$ cat src/rtl/opn_reg_writer.sv
// rtl/opn_reg_writer.sv - OPN bus-write sequencer with pair FIFO
//
// opn_pair_fifo: first-word-fall-through FIFO holding {reg, val} pairs.
//   clk_in, rst      clock, async active-high reset
//   push, push_data  write one entry (caller guarantees !full)
//   pop, head        drop the head entry (caller guarantees !empty); head is the oldest entry
//   full, empty      occupancy flags
//   level            entries held
//
// opn_reg_writer: buffers (register, value) pairs and replays each as the two-phase
// OPN bus write (address phase on addr=0, data phase on addr=1), timing strobe
// width and gaps so sources never hand-time bus cycles.
//   clk_in           core clock
//   rst              async active-high reset
//   cen              clock enable; the sequencer advances only when 1
//   wr_valid/ready   pair handshake; wr_ready = FIFO not full (push ignores cen)
//   wr_reg, wr_val   OPN register address and value
//   bus_din          to top.din
//   bus_addr         to top.addr (0 address phase, 1 data phase)
//   bus_cs_n         to top.cs_n
//   bus_wr_n         to top.wr_n
//   busy             sequencer not idle
//   done             one-clock pulse when a pair's post-write gap completes
//   fifo_level       entries held

module opn_pair_fifo #(
  parameter int DEPTH = 8,
  parameter int W     = 16
) (
  input  logic                     clk_in,
  input  logic                     rst,
  input  logic                     push,
  input  logic [W-1:0]             push_data,
  input  logic                     pop,
  output logic [W-1:0]             head,
  output logic                     full,
  output logic                     empty,
  output logic [$clog2(DEPTH):0]   level
);
  localparam int AW = $clog2(DEPTH);
  localparam logic [AW:0] FULL_LVL = (AW+1)'(DEPTH);

  logic [W-1:0]  mem [DEPTH];
  logic [AW-1:0] wr_ptr;
  logic [AW-1:0] rd_ptr;

  // Depth is a power of two, so pointers wrap naturally.
  always_ff @(posedge clk_in or posedge rst) begin
    if (rst) begin
      wr_ptr <= '0;
      rd_ptr <= '0;
      level  <= '0;
    end else begin
      if (push) wr_ptr <= wr_ptr + AW'(1);
      if (pop)  rd_ptr <= rd_ptr + AW'(1);
      case ({push, pop})
        2'b10:   level <= level + (AW+1)'(1);
        2'b01:   level <= level - (AW+1)'(1);
        default: level <= level;
      endcase
    end
  end

  // Storage needs no reset: occupancy is tracked by the pointers alone.
  always_ff @(posedge clk_in) begin
    if (push) mem[wr_ptr] <= push_data;
  end

  assign head  = mem[rd_ptr];
  assign full  = (level == FULL_LVL);
  assign empty = (level == '0);
endmodule

module opn_reg_writer #(
  parameter int FIFO_DEPTH = 8,
  parameter int WR_PULSE   = 1,
  parameter int ADDR_GAP   = 1,
  parameter int DATA_GAP   = 16
) (
  input  logic                          clk_in,
  input  logic                          rst,
  input  logic                          cen,
  input  logic                          wr_valid,
  output logic                          wr_ready,
  input  logic [7:0]                    wr_reg,
  input  logic [7:0]                    wr_val,
  output logic [7:0]                    bus_din,
  output logic                          bus_addr,
  output logic                          bus_cs_n,
  output logic                          bus_wr_n,
  output logic                          busy,
  output logic                          done,
  output logic [$clog2(FIFO_DEPTH):0]   fifo_level
);
  typedef enum logic [2:0] {
    IDLE  = 3'd0,
    A_SET = 3'd1,
    A_WR  = 3'd2,
    A_GAP = 3'd3,
    D_SET = 3'd4,
    D_WR  = 3'd5,
    D_GAP = 3'd6
  } state_t;

  // Counters load N-1 on state entry and the state exits when the count is zero.
  localparam logic [15:0] PULSE_LD = 16'(WR_PULSE - 1);
  localparam logic [15:0] AGAP_LD  = 16'(ADDR_GAP - 1);
  localparam logic [15:0] DGAP_LD  = 16'(DATA_GAP - 1);

  state_t      state, state_n;
  logic [15:0] cnt, cnt_n;
  logic [7:0]  pair_val;
  logic        fifo_full, fifo_empty;
  logic [15:0] fifo_head;
  logic        push, pop;
  logic        finish;
  logic        cnt_zero;

  assign wr_ready = !fifo_full;
  assign push     = wr_valid && wr_ready;
  assign cnt_zero = (cnt == 16'd0);

  opn_pair_fifo #(
    .DEPTH (FIFO_DEPTH),
    .W     (16)
  ) u_fifo (
    .clk_in    (clk_in),
    .rst       (rst),
    .push      (push),
    .push_data ({wr_reg, wr_val}),
    .pop       (pop),
    .head      (fifo_head),
    .full      (fifo_full),
    .empty     (fifo_empty),
    .level     (fifo_level)
  );

  always_comb begin
    state_n = state;
    cnt_n   = cnt;
    pop     = 1'b0;
    finish  = 1'b0;
    if (cen) begin
      case (state)
        IDLE: begin
          if (!fifo_empty) begin
            state_n = A_SET;
            pop     = 1'b1;
          end
        end
        A_SET: begin
          state_n = A_WR;
          cnt_n   = PULSE_LD;
        end
        A_WR: begin
          if (!cnt_zero) begin
            cnt_n = cnt - 16'd1;
          end else if (ADDR_GAP == 0) begin
            state_n = D_SET;
          end else begin
            state_n = A_GAP;
            cnt_n   = AGAP_LD;
          end
        end
        A_GAP: begin
          if (!cnt_zero) cnt_n = cnt - 16'd1;
          else           state_n = D_SET;
        end
        D_SET: begin
          state_n = D_WR;
          cnt_n   = PULSE_LD;
        end
        D_WR: begin
          if (!cnt_zero) begin
            cnt_n = cnt - 16'd1;
          end else if (DATA_GAP == 0) begin
            finish = 1'b1;
          end else begin
            state_n = D_GAP;
            cnt_n   = DGAP_LD;
          end
        end
        D_GAP: begin
          if (!cnt_zero) cnt_n = cnt - 16'd1;
          else           finish = 1'b1;
        end
        default: state_n = IDLE;
      endcase

      // Back-to-back pairs go straight to A_SET with no idle cycle in between.
      if (finish) begin
        if (!fifo_empty) begin
          state_n = A_SET;
          pop     = 1'b1;
        end else begin
          state_n = IDLE;
        end
      end
    end
  end

  always_ff @(posedge clk_in or posedge rst) begin
    if (rst) begin
      state    <= IDLE;
      cnt      <= 16'd0;
      pair_val <= 8'd0;
      bus_din  <= 8'd0;
      bus_addr <= 1'b0;
      bus_cs_n <= 1'b1;
      bus_wr_n <= 1'b1;
      busy     <= 1'b0;
      done     <= 1'b0;
    end else begin
      // done is cleared on every clock so it stays one clock wide even when cen is sparse.
      done <= finish;
      if (cen) begin
        state    <= state_n;
        cnt      <= cnt_n;
        bus_cs_n <= (state_n == IDLE);
        bus_wr_n <= !((state_n == A_WR) || (state_n == D_WR));
        bus_addr <= (state_n == D_SET) || (state_n == D_WR) || (state_n == D_GAP);
        busy     <= (state_n != IDLE);
        // din changes only at A_SET/D_SET, giving a full setup cycle before each strobe.
        if (pop) begin
          bus_din  <= fifo_head[15:8];
          pair_val <= fifo_head[7:0];
        end else if (state_n == D_SET) begin
          bus_din  <= pair_val;
        end
      end
    end
  end
endmodule
$ cat config.mk
export PLATFORM = sky130hd
export DESIGN_NAME = opn_reg_writer
export DESIGN_NICKNAME = d
export VERILOG_FILES = /design/src/rtl/opn_reg_writer.sv
export SDC_FILE = /design/constraint.sdc
export NUM_CORES = 1
export LEC_CHECK = 0
export BUFFER_PORTS_ARGS = -buffer_cell sky130_fd_sc_hd__buf_2
export CAP_MARGIN = 20
export CORE_UTILIZATION = 58
export DETAILED_ROUTE_END_ITERATION = 10
export GPL_TIMING_DRIVEN = 0
export PLACE_DENSITY = 0.76
export SETUP_SLACK_MARGIN = 0.15
export SYNTH_ARGS = -nofsm -noshare
export SYNTH_HDL_FRONTEND = slang
export SYNTH_SLANG_ARGS = --single-unit
$ cat constraint.sdc
create_clock -name clk_in -period 4 [get_ports clk_in]
set_input_delay 0.4 -clock clk_in [delete_from_list [all_inputs] [get_ports clk_in]]
set_output_delay 0.4 -clock clk_in [all_outputs]
set_load 0.02 [all_outputs]
==> impl_results.md <==
* Share of post-route cells with drive strength above 1 at 28.3%
* Post-synth cell types at 55
* Cell-internal power at 4310 uW
* Net Sw Frac at 35.1%
* Gates resized, CTS repair at 0
* FFs w/ async S/R, synth at 28.1%
* Antenna violations before repair at 0
* Dpl hpwl at 10.6 mm
* Post-route worst setup slack at 0.514 ns
* Final #Nets at 581
* Vias in the first global route at 4718
* CTS buffer count at 17
* Drt total wl at 15.9 mm
* Routed Antenna Nets at 0
* Leak at 0.00315 uW
* Syn Area/Cell at 15.9 um2
* Worst Hold Class: in -> async
* Area grow syn2layout at 15.1%
* Antenna cells at 0
* Peak VDD IR at 0.427 mV
* Core Box Area at 12800 um2
* Pin count of the biggest net entering global routing at 28
* CP max FO at 10
* DR pass1 iterations at 6
* Mapped Cells at 483
* Slew HR at 37.8%
* Crit end category: flip-flop
* # port buffers at 37
* Combinational share of power at 35.4%
* Max-cap violations at 0
* GR Layer Usage met3 at 6.54%
* Mapped Nets at 511
* # rows at 41
* Minimum clock period at 3.49 ns
* Yosys top cell by area: edfxtp_1
* Clk_lat worst skew at 0.43 ns
* Initial core utilization at 60.3%
* Status: complete, no violations
* Post-synth top flop: edfxtp_1
* Register bit count reported by yosys at 178
* GRT busiest layer: met2
* Routability cong. at 0.885
* Kind of critical path: reg -> reg
* DR WL/cell at 21.6 um
* PwrDens at 749 nW/um2
* Pre-CTS WS at 0.268 ns
* Synth top area cells: edfxtp_1, dfrtp_1, mux4_2
* Filler Cell Count at 803
* Layout Skew at 0.0105 ns
* Final max-slew violation count at 0
* Via count at 4574
* Top Ports at 38
* Die Y at 117 um
* CP max stage delay at 0.47 ns
* Max Buffers Root-to-Sink at 2
* DIE WIDTH at 117 um
* Sink Count at 178
* Sequential-to-total area share from yosys stat at 66.2%
* EDFF count, synth at 128
* Setup TNS at 0 ns
* H-Tree Depth at 4
* Worst-path clk slew at 0.07 ns
* Vias per cell at 6.20
* Pin slew with the least headroom to its limit at 0.928 ns
* Syn. warnings at 0
* Most used cell, CP: ha_1
* CTS tree: yes
* Overflow after GRT at 0
* Synthesized area at 7700 um2
* Hold Vio Cnt, Final at 0
* Top post-synthesis cells by count: edfxtp_1, dfrtp_1, mux4_2
* Sequential share of power at 40.2%
* # hold bufs at CTS at 0
* Top-count cell post-synth: edfxtp_1
* WP data required at 4.31 ns
* GR Layer Usage met1 at 30.9%
* Cell chain of the critical path: inv_1 > ha_1 > nor3b_1 > and4_1 > buf_4 > nand3_4 > a211oi_4 > buf_6 > ha_1 > ha_1 > a21o_1 > a21oi_1 > xnor2_1 > nor2_1 > xor2_1
* DRC violations left at 0
* Die area at 13700 um2
* RSZ-0062 raised after global routing: false
* Met2 GRT Util at 44.9%
* Share of the synthesized area in the top cell type at 49.9%
* Critical Path AT at 3.80 ns
* FMAX at 287 MHz
* NetSw at 2330 uW
* Worst Setup Start Kind: flip-flop
* Critical-path top delay cell: dfrtp_1
* Final setup vio count at 0
* Total GRT Usage at 25.7%
* First-pass GRT wire length at 25.2 mm
* Clock group share of total power at 24.4%
* Final Cycle Share at 87.2%
* CTS root buf: clkbuf_16
* Utilization after layout at 69.4%
* Initial DRC Count at 371
==> power by group through the flow <==
stage	combinational [uW]	sequential, uW	clock (uW)
floorplan	1610	2710	0
global placement	2190	2680	0
detailed placement	2320	2700	0
CTS	2350	2670	1640
global route	2550	2710	1710
finish	2350	2670	1620
==> cell families (layout without fill, tap and decap cells) <==
logic type | after synthesis | in the layout | share of synthesized area [%]
adders and majority gates | 8 | 8 | 1.40
DFF | 178 | 178 | 66.2
buffers and inverters | 39 | 122 | 2.14
muxes | 75 | 75 | 15.2
AOI/OAI and AO/OA | 69 | 69 | 6.17
and+or+nand+nor | 106 | 106 | 7.88
xor gates and xnor gates | 8 | 8 | 1.01
==> layout make-up <==
type	count	area [um2]	area share, %
clock inverters	15	146	1.65
inverters	13	48.8	0.550
multi-input cells	266	2470	27.8
flip-flops and latches	178	5100	57.5
clock buffers	17	425	4.80
repair buffers	51	353	3.98
well taps	172	215	2.43
plain buffers	26	116	1.31
==> worst max-delay path, delay by kind of cell, from the launching register on <==
family,cells,cell delay [ns]
compound gates,3,0.70
xor+xnor,2,0.28
fa+ha+maj,3,0.67
buf+inv,3,0.60
flops,1,0.47
simple gates,4,0.64
==> registers in the layout (all words and copies together) (netlist names), 3 cells and up <==
register and flops:
u_fifo.mem 128, state 3, cnt 16, u_fifo.rd_ptr 3, u_fifo.wr_ptr 3, u_fifo.level 4
bus_din 8, pair_val 8
==> path summary, 6_finish.rpt <==
check / from / endpoint / slack [ns] / cells past startpoint
min reg2reg: busy / busy / 0.49 / 1
max: cnt[0] / u_fifo.level[3] / 0.51 / 15
max reg2reg: cnt[0] / u_fifo.level[3] / 0.51 / 15
min in group clk_in: wr_val[0] / u_fifo.mem[3][0] / 0.24 / 1
min: rst / bus_addr / 0.02 / 2
max in group asynchronous: rst / bus_cs_n / 3.37 / 3
==> per-layer routing <==
metal / routed length, um / part of all wire, %
met1: 6450 / 40
met2: 8490 / 53
met3: 751 / 4.7
met4: 253 / 1.6
met5: 0 / 0
==> stage by stage <==
stage,total power (uW),area (um2),std cells,hold slack [ns]
after CTS,6660,8830,733,0.0353
after global routing,6970,8870,738,0.0623
after global placement,4880,8100,692,0.464
after detailed placement,5020,8260,701,0.472
final,6650,8870,738,0.0211
after floorplan,4320,7700,483,0.480
==> what timing repair did <==
action | CTS | global route
setup buffers | 0 | 4
hold endpoints to repair | 0 | 0
setup endpoints to repair | 0 | 1
==> placed cells by master (no fill, tap or decap), types with 5 or more instances in the layout <==
master     count
o21ai_0       14
buf_2         44
nand2_1       23
dfrtp_1       48
or4_1         13
nor3_1         7
buf_4          5
inv_8          5
mux2_2        18
ha_1           7
xnor2_1        5
inv_1         12
a21oi_1       19
mux2i_1       25
nand4_1        6
edfxtp_1     128
clkbuf_16     17
buf_8          6
nand3_1       10
nor2_2         6
o31ai_1       13
clkbuf_1      17
nor2_1        16
mux4_2        32
Note: power is estimated with default switching activity, not from simulation.
